===== src/rtl/pe_row_conv_param_if.sv =====
// Handshake bundle for pe_row_conv_param: row control, weight stream, activation stream, result stream.
// The block connects through the slave modport; the producer/consumer side uses master.
interface pe_row_conv_param_if #(
  parameter int WIDTH     = 8,
  parameter int ACC_WIDTH = 18
);
  logic                        start;
  logic                        load_w;
  logic                        w_valid;
  logic signed [WIDTH-1:0]     w_data;
  logic                        w_ready;
  logic                        i_valid;
  logic signed [WIDTH-1:0]     i_data;
  logic                        i_ready;
  logic                        o_valid;
  logic signed [ACC_WIDTH-1:0] o_psum;
  logic                        o_last;
  logic                        o_ready;
  logic                        busy;

  modport master (
    output start, load_w, w_valid, w_data, i_valid, i_data, o_ready,
    input  w_ready, i_ready, o_valid, o_psum, o_last, busy
  );

  modport slave (
    input  start, load_w, w_valid, w_data, i_valid, i_data, o_ready,
    output w_ready, i_ready, o_valid, o_psum, o_last, busy
  );
endinterface


===== src/rtl/pe_row_conv_param.sv =====
// 1D conv row engine: loads K taps (optional), ROW_LEN activations, then emits one psum per K+1 cycles.
// First result K+1 cycles after the last activation; a stalled result holds the whole engine.
module pe_row_conv_param #(
  parameter int WIDTH     = 8,
  parameter int K         = 3,
  parameter int STRIDE    = 2,
  parameter int PAD       = 1,
  parameter int ROW_LEN   = 8,
  parameter int ACC_WIDTH = 2*WIDTH + $clog2(K)
) (
  input logic              clk,
  input logic              rstn,
  pe_row_conv_param_if.slave bus
);

  localparam int OUT_LEN = (ROW_LEN + 2*PAD - K) / STRIDE + 1;
  localparam int KW      = (K > 1)       ? $clog2(K)       : 1;
  localparam int XW      = (ROW_LEN > 1) ? $clog2(ROW_LEN) : 1;
  localparam int JW      = (OUT_LEN > 1) ? $clog2(OUT_LEN) : 1;

  typedef enum logic [2:0] {
    S_IDLE, S_LOAD_W, S_LOAD_X, S_COMPUTE, S_OUT
  } state_t;

  state_t                      r_state;
  state_t                      w_next;
  logic                        r_wvalid;
  logic [KW-1:0]               r_wc;
  logic [XW-1:0]               r_xc;
  logic [JW-1:0]               r_j;
  logic [KW-1:0]               r_k;
  logic signed [ACC_WIDTH-1:0] r_acc;
  logic signed [WIDTH-1:0]     r_tap  [K];
  logic signed [WIDTH-1:0]     r_xbuf [ROW_LEN];

  int                          w_idx;
  logic                        w_in_row;
  logic [XW-1:0]               w_xsel;
  logic signed [2*WIDTH-1:0]   w_prod;
  logic signed [ACC_WIDTH-1:0] w_term;
  logic                        w_last;
  logic                        w_tap_end;
  logic                        w_row_end;

  assign w_last    = (r_j  == JW'(OUT_LEN - 1));
  assign w_tap_end = (r_wc == KW'(K - 1));
  assign w_row_end = (r_xc == XW'(ROW_LEN - 1));

  always_ff @(posedge clk) begin
    if (!rstn) r_state <= S_IDLE;
    else       r_state <= w_next;
  end

  always_comb begin
    w_next = r_state;
    case (r_state)
      S_IDLE:    if (bus.start) w_next = (bus.load_w || !r_wvalid) ? S_LOAD_W : S_LOAD_X;
      S_LOAD_W:  if (bus.w_valid && w_tap_end) w_next = S_LOAD_X;
      S_LOAD_X:  if (bus.i_valid && w_row_end) w_next = S_COMPUTE;
      S_COMPUTE: if (r_k == KW'(K - 1)) w_next = S_OUT;
      S_OUT:     if (bus.o_ready) w_next = w_last ? S_IDLE : S_COMPUTE;
      default:   w_next = S_IDLE;
    endcase
  end

  // Taps outside the row are padding: the cycle is spent but contributes zero.
  always_comb begin
    w_idx    = int'(r_j) * STRIDE + int'(r_k) - PAD;
    w_in_row = (w_idx >= 0) && (w_idx < ROW_LEN);
    w_xsel   = w_in_row ? w_idx[XW-1:0] : '0;
    w_prod   = r_tap[r_k] * r_xbuf[w_xsel];
    w_term   = w_in_row ? ACC_WIDTH'(w_prod) : '0;
  end

  always_ff @(posedge clk) begin
    if (!rstn) begin
      r_wvalid <= 1'b0;
      r_wc     <= '0;
      r_xc     <= '0;
      r_j      <= '0;
      r_k      <= '0;
      r_acc    <= '0;
    end else begin
      case (r_state)
        S_IDLE: if (bus.start) begin
          r_wc <= '0;
          r_xc <= '0;
        end
        S_LOAD_W: if (bus.w_valid) begin
          r_wc <= r_wc + 1'b1;
          if (w_tap_end) r_wvalid <= 1'b1;
        end
        S_LOAD_X: if (bus.i_valid) begin
          r_xc <= r_xc + 1'b1;
          if (w_row_end) begin
            r_j   <= '0;
            r_k   <= '0;
            r_acc <= '0;
          end
        end
        S_COMPUTE: begin
          r_acc <= r_acc + w_term;
          r_k   <= (r_k == KW'(K - 1)) ? '0 : r_k + 1'b1;
        end
        S_OUT: if (bus.o_ready && !w_last) begin
          r_j   <= r_j + 1'b1;
          r_k   <= '0;
          r_acc <= '0;
        end
        default: ;
      endcase
    end
  end

  always_ff @(posedge clk) begin
    if (rstn && r_state == S_LOAD_W && bus.w_valid) r_tap[r_wc]  <= bus.w_data;
    if (rstn && r_state == S_LOAD_X && bus.i_valid) r_xbuf[r_xc] <= bus.i_data;
  end

  assign bus.w_ready = (r_state == S_LOAD_W);
  assign bus.i_ready = (r_state == S_LOAD_X);
  assign bus.o_valid = (r_state == S_OUT);
  assign bus.o_psum  = (r_state == S_OUT) ? r_acc : '0;
  assign bus.o_last  = (r_state == S_OUT) && w_last;
  assign bus.busy    = (r_state != S_IDLE);

endmodule


===== src/flat_wrapper.sv =====
// flat-port wrapper written by rule: the top's interface ports become plain ports
module pe_row_conv_param_flat 
#(
  parameter int WIDTH     = 8,
  parameter int K         = 3,
  parameter int STRIDE    = 2,
  parameter int PAD       = 1,
  parameter int ROW_LEN   = 8,
  parameter int ACC_WIDTH = 2*WIDTH + $clog2(K)
)
  (clk, rstn, bus_start, bus_load_w, bus_w_valid, bus_w_data, bus_i_valid, bus_i_data, bus_o_ready, bus_w_ready, bus_i_ready, bus_o_valid, bus_o_psum, bus_o_last, bus_busy);
  pe_row_conv_param_if #(.WIDTH(WIDTH), .ACC_WIDTH(ACC_WIDTH)) bus_i ();
  input logic clk;
  input logic rstn;
  input wire logic [$bits(bus_i.start)-1:0] bus_start;
  input wire logic [$bits(bus_i.load_w)-1:0] bus_load_w;
  input wire logic [$bits(bus_i.w_valid)-1:0] bus_w_valid;
  input wire logic [$bits(bus_i.w_data)-1:0] bus_w_data;
  input wire logic [$bits(bus_i.i_valid)-1:0] bus_i_valid;
  input wire logic [$bits(bus_i.i_data)-1:0] bus_i_data;
  input wire logic [$bits(bus_i.o_ready)-1:0] bus_o_ready;
  output wire logic [$bits(bus_i.w_ready)-1:0] bus_w_ready;
  output wire logic [$bits(bus_i.i_ready)-1:0] bus_i_ready;
  output wire logic [$bits(bus_i.o_valid)-1:0] bus_o_valid;
  output wire logic [$bits(bus_i.o_psum)-1:0] bus_o_psum;
  output wire logic [$bits(bus_i.o_last)-1:0] bus_o_last;
  output wire logic [$bits(bus_i.busy)-1:0] bus_busy;
  assign bus_i.start = bus_start;
  assign bus_i.load_w = bus_load_w;
  assign bus_i.w_valid = bus_w_valid;
  assign bus_i.w_data = bus_w_data;
  assign bus_i.i_valid = bus_i_valid;
  assign bus_i.i_data = bus_i_data;
  assign bus_i.o_ready = bus_o_ready;
  assign bus_w_ready = bus_i.w_ready;
  assign bus_i_ready = bus_i.i_ready;
  assign bus_o_valid = bus_i.o_valid;
  assign bus_o_psum = bus_i.o_psum;
  assign bus_o_last = bus_i.o_last;
  assign bus_busy = bus_i.busy;
  pe_row_conv_param #(.WIDTH(WIDTH), .K(K), .STRIDE(STRIDE), .PAD(PAD), .ROW_LEN(ROW_LEN), .ACC_WIDTH(ACC_WIDTH)) u_core (.clk(clk), .rstn(rstn), .bus(bus_i));
endmodule

===== config.mk =====
export PLATFORM = sky130hd
export DESIGN_NAME = pe_row_conv_param_flat
export DESIGN_NICKNAME = d
export VERILOG_FILES = /design/src/rtl/pe_row_conv_param_if.sv /design/src/rtl/pe_row_conv_param.sv /design/src/flat_wrapper.sv
export SDC_FILE = /design/constraint.sdc
export NUM_CORES = 1
export LEC_CHECK = 0
export BUFFER_PORTS_ARGS = -buffer_cell sky130_fd_sc_hd__buf_2
export CAP_MARGIN = 10
export CORE_ASPECT_RATIO = 0.5
export CORE_MARGIN = 10
export CORE_UTILIZATION = 55
export DETAILED_ROUTE_END_ITERATION = 6
export PLACE_DENSITY = 0.73
export SLEW_MARGIN = 20
export SYNTH_ARGS = -nofsm -noshare
export SYNTH_HDL_FRONTEND = slang
export SYNTH_SLANG_ARGS = --single-unit

===== constraint.sdc =====
create_clock -name clk -period 12.72 [get_ports clk]
set_input_delay 1.908 -clock clk [delete_from_list [all_inputs] [get_ports clk]]
set_output_delay 1.908 -clock clk [all_outputs]
set_load 0.01 [all_outputs]

==> summary.txt <==
Run status
  – Status: complete, no violations

Timing
  – Tightest Pin Transition: ~950 ps
  – Fmax: around 100 MHz
  – Period utilization: 0.787
  – Clock skew: about 13 ps
  – RSZ-0062 raised after global routing: no
  – Rel. slew slack: 0.365
  – Slew Viols, Final: 0
  – Setup TNS: 0 ps
  – Minimum clock period: 10,010 ps
  – Final setup fails: 0
  – Final Hold Viols: 0

Critical path
  – CP Depth: 30
  – CP delay by family, top: adder cells
  – Flop-to-flop setup slack: roughly 2700 ps
  – Worst r2r path cells: 30
  – CP required: approximately 13,000 ps
  – FF-to-FF End: u_core.r_acc[17]
  – RR Startpoint: u_core.r_k[0]
  – CP max stage delay: approximately 730 ps
  – Worst Setup EP: u_core.r_acc[17]
  – Crit-path max FO: 30
  – Crit. End Element: flip-flop
  – Critical path launch point: u_core.r_k[0]
  – CP Buf/Inv Count: 6
  – Top cell by count, worst path: inv_1
  – WS Path Type: flip-flop to flip-flop
  – Startpoint Class: flip-flop
  – Worst path slowest cell: dfxtp_1
  – Critical Path AT: just over 10,000 ps

Clock tree
  – Number of gates resized after CTS: 0
  – CTS sink cnt: between 100 and 150
  – CTS Buffer Depth: 2
  – Post-CTS setup buffers: 0
  – TritonCTS clock tree: yes
  – Reg clk slew, reported paths: approximately 60 ps
  – Latest clock arrival within the worst-skew pair: ~430 ps
  – Root Buffer: clkbuf_16
  – H-tree lvl count: 4
  – Cts hold-fix bufs: 0
  – CTS Buf Count: 17

Yosys
  – Synth Area in XOR/XNOR: 0.0315
  – Fraction of registers with async set or reset after synthesis: 0
  – Syn_area_per_cell: just over 10 um2
  – EDFF count, synth: 88
  – Sequential-to-total area share from yosys stat: 0.396
  – Post-synthesis mux area share: 0.0171
  – Largest family of logic cells by synthesized area: adder cells
  – YS warnings: 0
  – Cell area after synthesis: roughly 8300 um2
  – Syn nets: a little under 1,000
  – Syn Inst Count: approximately 820
  – Yosys reg bits: 121
  – Adder-cell share of the synthesized area: 0.223
  – Netlist cell types: between 50 and 60
  – Compound-Gate Fraction of Synth Area: 0.129
  – Primary FF master, synth: edfxtp_1
  – Simple-Gate Fraction of Synth Area: 0.141

Worst hold path
  – HP Start: u_core.r_wvalid
  – Min-Delay Path Class: flip-flop to flip-flop
  – Cells on Worst Hold Path: 2

Global route
  – Largest net degree at the start of global routing: 31
  – First-pass GRT wire length: ~30,000 um
  – Vias in the first global route: around 6,100
  – GRT Residual Overflow: 0
  – Initial antenna violation count: 1
  – Total GRT Usage: 0.178

Place
  – DP Area: between 8000 and 9000 um2
  – Port buffer count: between 40 and 50
  – Placed Instances: around 1,000
  – Gpl congestion: about 0.85
  – Hpwl dp: around 13,000 um

Final layout
  – Fin area: between 9000 and 10,000 um2
  – Antenna cells: 0
  – Layout area overhead: 11.7%
  – Nets: between 1,000 and 1,500
  – Layout cells sized above 1: 0.111
  – Finished Layout Cells: 1,074

Die
  – Die W: 194 um
  – Num ports: 46
  – Die area: a little over 20,000 um2
  – Core Footprint: 14,700 um2
  – Initial Util: 0.569
  – Cell Rows: 31
  – Chip Height: 107 um

Routing
  – DRC viols: 0
  – WL per Instance: 17.1 um
  – Initial DRC count: 505
  – Vias: ~6,000
  – Post-route ant nets: 0
  – Drt total wl: ~18,000 um
  – Routed vias/inst: 5.59
  – Initial DRT Pass Iterations: 5

Run
  – Max_cap viols: 0
worst reg2reg max path, delay by kind of cell (launching register included):
family	cells	cell delay (ps)
adder cells (fa/ha/maj)	7	3250
AO/OA/AOI/OAI	9	2920
AND/OR/NAND/NOR	6	1340
buffers and inverters	6	970
flip-flops	1	730
multiplexers	2	720
metal layers:
layer	share of wire	GRT usage
met2	0.49	0.307
met1	0.46	0.223
met4	0.013	0.0546
met5	0	0
met3	0.039	0.0373
metrics by stage:
stage	util	hold slack, ps	setup slack, ps
floorplan	-	429	4960
global route	0.635	508	1990
global placement	0.593	443	2770
finish	0.635	479	2710
CTS	0.635	473	2460
detailed placement	0.594	458	2510
synth_stat cells (all sizes together) (12+ instances only):
library cell	n	area share
xnor2	20	0.021
inv	105	0.047
nor2b	17	0.013
o21ai	28	0.017
clkbuf	18	0.0081
mux2i	12	0.014
and2	22	0.017
a21oi	43	0.029
nor2	111	0.050
a211oi	13	0.013
dfxtp	33	0.079
edfxtp	88	0.32
nor3	12	0.0078
ha	59	0.089
fa	56	0.13
a22oi	14	0.013
nand2	51	0.023
cell type report:
type	count	area [um2]
Inverter	106	398
Multi-Input combinational cell	571	4530
Sequential cell	121	3300
Clock inverter	15	173
Fill cell	1177	5350
Timing Repair Buffer	46	233
Tap cell	198	248
Clock buffer	17	425
kinds of logic (layout without fill, tap and decap cells):
family / Yosys count / in the layout
muxes: 14 / 14
buffers and inverters: 132 / 184
xor gates and xnor gates: 30 / 30
and+or+nand+nor: 253 / 253
adders and majority gates: 115 / 115
DFF: 121 / 121
AOI/OAI and AO/OA: 159 / 159
flip-flops by register name, indices dropped and copies added (netlist names), named ones only:
| name | count |
|---|---|
| u_core.r_acc | 18 |
| u_core.r_wvalid | 1 |
| u_core.r_xc | 3 |
| u_core.r_wc | 2 |
| u_core.r_j | 2 |
| u_core.r_tap | 24 |
| u_core.r_state | 3 |
| u_core.r_xbuf | 64 |
| u_core.r_k | 2 |
worst min-delay path by stage:
stage | to | slack [ps]
CTS | u_core.r_wvalid | 470
global route | u_core.r_acc[16] | 510
detailed placement | u_core.r_wvalid | 460
global placement | u_core.r_wvalid | 440
floorplan | u_core.r_wvalid | 430
finish | u_core.r_wvalid | 480
placed cells by master (no fill, tap or decap), types with 28 or more instances in the layout:
master and n:
dfxtp_1 33, o21ai_0 28, nor2_1 108, nand2_1 51, buf_2 45, fa_1 56
a21oi_1 36, edfxtp_1 88, ha_1 59, inv_1 105
Power is not shown: default switching activity piles up to over one toggle a cycle in this logic, so the estimate is an artifact.
